==> src/rtl/wave_measure_if.sv <==
// Square-wave measurement bus: the waveform under test going in, per-cycle
// high/low/period results plus a one-cycle valid pulse coming out.
interface wave_measure_if #(
    parameter int CNT_W = 16
);
    logic             wave_in;
    logic [CNT_W-1:0] high_len;
    logic [CNT_W-1:0] low_len;
    logic [CNT_W:0]   period;
    logic             valid;
    logic             sat;

    // measurement block: samples the wave, drives the results
    modport master (
        input  wave_in,
        output high_len, low_len, period, valid, sat
    );

    // source/logger side: drives the wave, consumes the results
    modport slave (
        output wave_in,
        input  high_len, low_len, period, valid, sat
    );
endinterface

==> src/rtl/wave_measure.sv <==
// Measures high time, low time and period of each full cycle of an
// asynchronous square wave, in clk cycles, with saturating counters.
module wave_measure #(
    parameter int CNT_W = 16
) (
    input  logic           clk,
    input  logic           reset,
    wave_measure_if.master bus
);
    localparam logic [CNT_W-1:0] CNT_MAX = '1;
    localparam logic [CNT_W-1:0] CNT_ONE = CNT_W'(1);

    typedef enum logic [1:0] {
        WAIT_RISE = 2'd0,
        MEAS_HIGH = 2'd1,
        MEAS_LOW  = 2'd2
    } state_t;

    state_t           state_q, state_d;
    logic             s1, s2, s2_d;
    logic             rise, fall;
    logic [CNT_W-1:0] hcnt_q, hcnt_d;
    logic [CNT_W-1:0] lcnt_q, lcnt_d;
    logic             sat_acc_q, sat_acc_d;
    logic             report;

    // two-flop synchronizer plus one delay stage for edge detection
    always_ff @(posedge clk or posedge reset) begin
        if (reset) begin
            s1   <= 1'b0;
            s2   <= 1'b0;
            s2_d <= 1'b0;
        end else begin
            s1   <= bus.wave_in;
            s2   <= s1;
            s2_d <= s2;
        end
    end

    assign rise = s2 & ~s2_d;
    assign fall = ~s2 & s2_d;

    // next-state and counter update; counters hold at max and flag sat_acc
    always_comb begin
        state_d   = state_q;
        hcnt_d    = hcnt_q;
        lcnt_d    = lcnt_q;
        sat_acc_d = sat_acc_q;
        report    = 1'b0;
        case (state_q)
            WAIT_RISE: begin
                // partial cycle after reset is discarded: wait for a clean rise
                if (rise) begin
                    hcnt_d    = CNT_ONE;
                    sat_acc_d = 1'b0;
                    state_d   = MEAS_HIGH;
                end
            end
            MEAS_HIGH: begin
                if (fall) begin
                    lcnt_d  = CNT_ONE;
                    state_d = MEAS_LOW;
                end else if (hcnt_q == CNT_MAX) begin
                    sat_acc_d = 1'b1;
                end else begin
                    hcnt_d = hcnt_q + CNT_ONE;
                end
            end
            MEAS_LOW: begin
                if (rise) begin
                    // rise closes this cycle and opens the next high phase
                    report    = 1'b1;
                    hcnt_d    = CNT_ONE;
                    sat_acc_d = 1'b0;
                    state_d   = MEAS_HIGH;
                end else if (lcnt_q == CNT_MAX) begin
                    sat_acc_d = 1'b1;
                end else begin
                    lcnt_d = lcnt_q + CNT_ONE;
                end
            end
            default: state_d = WAIT_RISE;
        endcase
    end

    // FSM state and measurement counters
    always_ff @(posedge clk or posedge reset) begin
        if (reset) begin
            state_q   <= WAIT_RISE;
            hcnt_q    <= '0;
            lcnt_q    <= '0;
            sat_acc_q <= 1'b0;
        end else begin
            state_q   <= state_d;
            hcnt_q    <= hcnt_d;
            lcnt_q    <= lcnt_d;
            sat_acc_q <= sat_acc_d;
        end
    end

    // registered results; period is one bit wider so it never wraps
    always_ff @(posedge clk or posedge reset) begin
        if (reset) begin
            bus.high_len <= '0;
            bus.low_len  <= '0;
            bus.period   <= '0;
            bus.sat      <= 1'b0;
            bus.valid    <= 1'b0;
        end else begin
            bus.valid <= report;
            if (report) begin
                bus.high_len <= hcnt_q;
                bus.low_len  <= lcnt_q;
                bus.period   <= {1'b0, hcnt_q} + {1'b0, lcnt_q};
                bus.sat      <= sat_acc_q;
            end
        end
    end
endmodule

==> src/flat_wrapper.sv <==
// flat-port wrapper written by rule: the top's interface ports become plain ports
module wave_measure_flat 
#(
    parameter int CNT_W = 16
)
  (clk, reset, bus_wave_in, bus_high_len, bus_low_len, bus_period, bus_valid, bus_sat);
  wave_measure_if #(.CNT_W(CNT_W)) bus_i ();
  input  logic clk;
  input  logic reset;
  input wire logic [$bits(bus_i.wave_in)-1:0] bus_wave_in;
  output wire logic [$bits(bus_i.high_len)-1:0] bus_high_len;
  output wire logic [$bits(bus_i.low_len)-1:0] bus_low_len;
  output wire logic [$bits(bus_i.period)-1:0] bus_period;
  output wire logic [$bits(bus_i.valid)-1:0] bus_valid;
  output wire logic [$bits(bus_i.sat)-1:0] bus_sat;
  assign bus_i.wave_in = bus_wave_in;
  assign bus_high_len = bus_i.high_len;
  assign bus_low_len = bus_i.low_len;
  assign bus_period = bus_i.period;
  assign bus_valid = bus_i.valid;
  assign bus_sat = bus_i.sat;
  wave_measure #(.CNT_W(CNT_W)) u_core (.clk(clk), .reset(reset), .bus(bus_i));
endmodule
==> config.mk <==
export PLATFORM = sky130hd
export DESIGN_NAME = wave_measure_flat
export DESIGN_NICKNAME = d
export VERILOG_FILES = /design/src/rtl/wave_measure_if.sv /design/src/rtl/wave_measure.sv /design/src/flat_wrapper.sv
export SDC_FILE = /design/constraint.sdc
export NUM_CORES = 1
export LEC_CHECK = 0
export CORE_ASPECT_RATIO = 1.1
export CORE_MARGIN = 3
export CORE_UTILIZATION = 40
export CTS_CLUSTER_SIZE = 16
export DETAILED_ROUTE_END_ITERATION = 16
export HOLD_SLACK_MARGIN = 0.05
export PLACE_DENSITY = 0.71
export SLEW_MARGIN = 20
export SYNTH_ARGS = -nofsm -noshare
export SYNTH_HDL_FRONTEND = slang
export SYNTH_SLANG_ARGS = --single-unit
==> constraint.sdc <==
create_clock -name clk -period 4.2 [get_ports clk]
set_input_delay 0.63 -clock clk [delete_from_list [all_inputs] [get_ports clk]]
set_output_delay 0.63 -clock clk [all_outputs]
set_load 0.005 [all_outputs]
### Word-level counts from Yosys, hierarchy flattened

Cells that the tools add are included.
W data, S select, Z words.

| storage, ports and cells | value |
|---|---|
| flip-flop bits (word level) | 89 |
| bits in latches | 0 |
| ROM bits | 0 |
| output and inout bits | 51 |
| logic and storage cells | 60 |
| memory bits (writable) | 0 |
| memories kept | 0 |

| cells by class | value |
|---|---|
| $mul | 0 |
| reductions and logical operators | 9 |
| $lt $le $gt $ge | 0 |
| bitwise operators | 4 |
| shifts and indexed selects | 0 |
| $add $sub $neg | 3 |
| equal/unequal tests | 13 |
| div/mod/pow operators | 0 |
| mux-type cells | 19 |

Operators by type and width:

| cell | number |
|---|---|
| $mux W16 | 6 |
| $pmux W16 S2 | 2 |
| $add A16 B1 Y16 const B | 2 |
| $eq A16 B16 Y1 const B | 2 |
| $add A16 B16 Y17 | 1 |
| $ne A2 B1 Y1 const B | 4 |
| $ne A2 B2 Y1 const B | 4 |
| $reduce_and A4 Y1 | 2 |
| $mux W1 | 7 |
| $reduce_and A5 Y1 | 1 |
| $mux W2 | 2 |
| $pmux W2 S2 | 1 |
| $reduce_bool A2 Y1 | 2 |
| $ne A3 B1 Y1 const B | 1 |
| $pmux W1 S3 | 1 |
| $reduce_bool A3 Y1 | 1 |
| $and A1 B1 Y1 | 2 |
| $eq A2 B1 Y1 const B | 1 |
| $eq A2 B2 Y1 const B | 1 |
| $logic_not A2 Y1 | 1 |
| $not A1 Y1 | 2 |
| $reduce_and A2 Y1 | 1 |
| $reduce_or A2 Y1 | 1 |

### Longest topological paths before layout

| logic depth | value |
|---|---|
| depth after elaboration | 4 |
| depth in mapped cells | 10 |
| depth with buffers taken out | 8 |

### Worst setup path after synthesis

Ideal clock, no wire load.

| path | value |
|---|---|
| path type | register to register |
| from | register u_core.hcnt_q[0] |
| to | register u_core.bus.period[16] |
| cell stages (with the launch flop) | 9 |
| arrival time | 2109 ps |
| path buffers | 0 |
| clock period less this slack | 2234 ps |
| slack | 1966 ps |
| required time | 4076 ps |
| cells stage by stage | dfrtp_1 ha_1 fa_1 a211oi_1 o21ai_0 a21oi_1 o21ai_0 a211oi_1 nor2_1 |

| between the ends | value |
|---|---|
| cells in the longest elaborated chain, start to end | 1 |

RTL lines:

| item | RTL line | text |
|---|---|---|
| start: declaration | wave_measure.sv:22 | `logic [CNT_W-1:0] hcnt_q, hcnt_d;` |
| start signal: assignment | wave_measure.sv:95 | `hcnt_q <= hcnt_d;` |
| $add A16 B16 Y17 | wave_measure.sv:114 | `bus.period <= {1'b0, hcnt_q} + {1'b0, lcnt_q};` |
| end signal: assignment | wave_measure.sv:114 |  |
| end: declaration | wave_measure_if.sv:16 | `output high_len, low_len, period, valid, sat` |

No other way between the ends.
A chain may end at the register's enable or synchronous reset.

### Worst setup path after layout

| path | value |
|---|---|
| from | register u_core.hcnt_q[1] |
| to | register u_core.hcnt_q[0] |

| between the ends | value |
|---|---|
| cells in the longest elaborated chain, start to end | 3 |

RTL lines:

| item | RTL line | text |
|---|---|---|
| $eq A16 B16 Y1 | wave_measure.sv:63 | `end else if (hcnt_q == CNT_MAX) begin` |
| $ne A2 B2 Y1 (no source line) | n/a |  |
| $reduce_and A4 Y1 (no source line) | n/a |  |

No other way between the ends.

==> results.cfg <==
[sta]
fin_crit_sh_pct = 61.9
finalCriticalPeriod_ns = 2.60
slew_viol_final = 0
tightest_slew_ns = 0.946
fin_setup_tns_ns = 0
slew_headroom_pct = 36.7
rsz0062_at_grt = false
clock-skew-final_ns = 0.00720
fin_ws_ns = 1.60
max_clock_freq_ghz = 0.384
finalHoldViolations = 0
setup_violations = 0
hold_ws_ns = 0.349

[setup_path]
cp-start-kind = flop
rrSetupSlack_ns = 1.60
arrival_ns = 2.82
cp-end-kind = flop
crit_type = reg -> reg
worst-endpoint-required_ns = 4.42
path_max_fanout = 17

[clocking]
cts_tree = yes
clk_path_buf_depth = 2
post-cts-setup-buffers = 0
cts_buffers = 9
cts.sinks = 89
clock_latency_ns = 0.34
hold_buffers = 0
h-tree-depth = 3
cts.clk_slew.worst_paths_ns = 0.06
root_buffer = clkbuf_16
cts_resized = 0

[layout]
area.growth.synth_to_final_pct = 19.9
final_cell_mix = 143 x nand2_1, 89 x dfrtp_1, 53 x o21ai_0, 53 x clkdlybuf4s50_1, 34 x nor2_1
final_common_cell = nand2_1
nets = 592
regArea_um2 = 2230
multiInputGateArea_um2 = 2290
fillers = 1086
diodes = 0
drive_gt1_share_pct = 5.27

[logic_synthesis]
synth_nets = 546
synth_edf_count = 0
synth_adder_area_share_pct = 6.36
synth.distinct_cells = 54
syn_avg_cell_area_um2 = 8.92
yosys.area_share.simple_pct = 21.8
ys_seq_elements = 89
synth_xor_xnor_area_share_pct = 4.15
synth_compound_area_share_pct = 16.0
synthArstFlopShare_pct = 100
synthFlopType = dfrtp_1
synth_top_family_by_area = simple AND/OR/NAND/NOR gates
synthCells = 520
netlist_area_um2 = 4640
yosysSeqAreaShare_pct = 48.0
yosysWarnings = 0
muxShareOfSynthArea_pct = 0.917

[detailed_routing]
vias = 3901
highest_layer = met4
drtAntennaViolNets = 0
met1_length_um = 5120
wl_met2_um = 5520
first_iter_violations = 187
via_per_inst = 5.45
drt-pass1-iter-count = 5
remaining_drc_errors = 0
avgRoutedWirePerCell_um = 15.7
wl_met3_um = 463
drt_wl_total_um = 11300

[floorplan]
coreArea_um2 = 11100
die_w_um = 109
rows = 40
start_util_pct = 41.8
fp.dieH_um = 119
die_area_um2 = 12900
ios = 54

[global_routing]
grt_pass1_wl_um = 18700
grt_max_degree = 65
grt_pass1_vias = 3720
grt_antenna_before_repair = 0
grt_util_all_layers_pct = 18.3
gr-total-overflow = 0

[placement]
dp_hpwl_um = 8100
numPortBuffers = 53
place_ws_ns = 1.43
gp_congestion = 0.868

[pwr]
p_per_area_nw_per_um2 = 450
ir_drop_v = 0.000232
p_leak_uw = 0.00253

[outcome]
status = finished clean

[job]
max-cap-violations = 0

[hold_path]
hold_path.class = reg -> reg
## critical path: stages, from the launching register on
cell	delay, ns
dfrtp_1	0.52
ha_1	0.25
and3_1	0.24
nand4_2	0.18
o41ai_4	0.50
o32a_2	0.41
mux2_2	0.38
## worst paths after layout
kind,startpoint,to,cells after the start
worst max-delay path,u_core.hcnt_q[1],u_core.hcnt_q[0],6
worst min register to register,u_core.s1,u_core.s2,0
worst max register to register,u_core.hcnt_q[1],u_core.hcnt_q[0],6
max in group asynchronous,reset,u_core.lcnt_q[0],3
worst min-delay path,u_core.s1,u_core.s2,0
min in group asynchronous,reset,u_core.bus.period[8],2
## kinds of logic (layout without fill, tap and decap cells)
logic type	Yosys count	after routing
AO/OA/AOI/OAI	120	120
XOR/XNOR	22	22
adder cells (fa/ha/maj)	23	23
buffers and inverters	30	79
flip-flops	89	89
multiplexers	4	4
AND/OR/NAND/NOR	232	232
## cells in the mapped netlist, types with 2 or more instances
cell type  number  area share, %
and2_1          2           0.27
a22o_1          2           0.38
mux2_2          2           0.49
o211ai_1        3           0.49
nor2_1         34            2.8
a211oi_1        5           0.81
ha_1           22            5.9
nor3b_1         2           0.32
buf_1           3           0.24
nand4_1        13            1.8
o21ai_1         8           0.86
a31oi_1         7           0.94
a21oi_1        20            2.2
or2_2           2           0.27
nand3_1        13            1.4
o21ai_0        53            5.7
clkbuf_1       15            1.2
inv_1           8           0.65
o31ai_1         6           0.97
a221oi_1        2           0.38
nor3_1          3           0.32
xnor2_1         9            1.7
or3_1           3           0.40
nand2_1       143             12
dfrtp_1        89             48
xor2_1         13            2.5
and3_1          6           0.81
a21o_1          3           0.49
mux2i_1         2           0.43
and4_1          2           0.38
nor4_1          2           0.27
## cell type report
type | count | share of cell area [%]
clock buffers | 12 | 4.61
clock inverters | 2 | 0.270
inverters | 9 | 0.630
multi-input cells | 401 | 41.2
flip-flops and latches | 89 | 40.0
well taps | 147 | 3.31
repair buffers | 56 | 9.94
## flip-flops by register name (all words and copies together), names as in the netlist
signal,cells
u_core.s2,1
u_core.bus.low_len,16
u_core.bus.high_len,16
u_core.s2_d,1
u_core.bus.period,17
u_core.bus.sat,1
u_core.hcnt_q,16
u_core.sat_acc_q,1
u_core.s1,1
u_core.bus.valid,1
u_core.lcnt_q,16
u_core.state_q,2
## per-layer routing
layer,track usage [%],vias to the layer above
met5,0,-
met4,4.81,0
met3,4.39,11
met2,30.4,108
met1,24.0,1876
li1,-,1906
## power by group
part	internal (uW)	switching [uW]
clock	427	317
sequential	941	90.3
combinational	293	437
total	1660	844
## metrics by stage
step,power (uW),std cells,util (%),instance area [um2]
after floorplan,1530,520,-,4640
after global placement,1740,702,47.6,5290
after detailed placement,1770,702,47.6,5290
after CTS,2520,716,50.0,5560
after global routing,2660,716,50.1,5560
final,2510,716,50.1,5560
No activity file was read; power rests on OpenSTA's default activity.
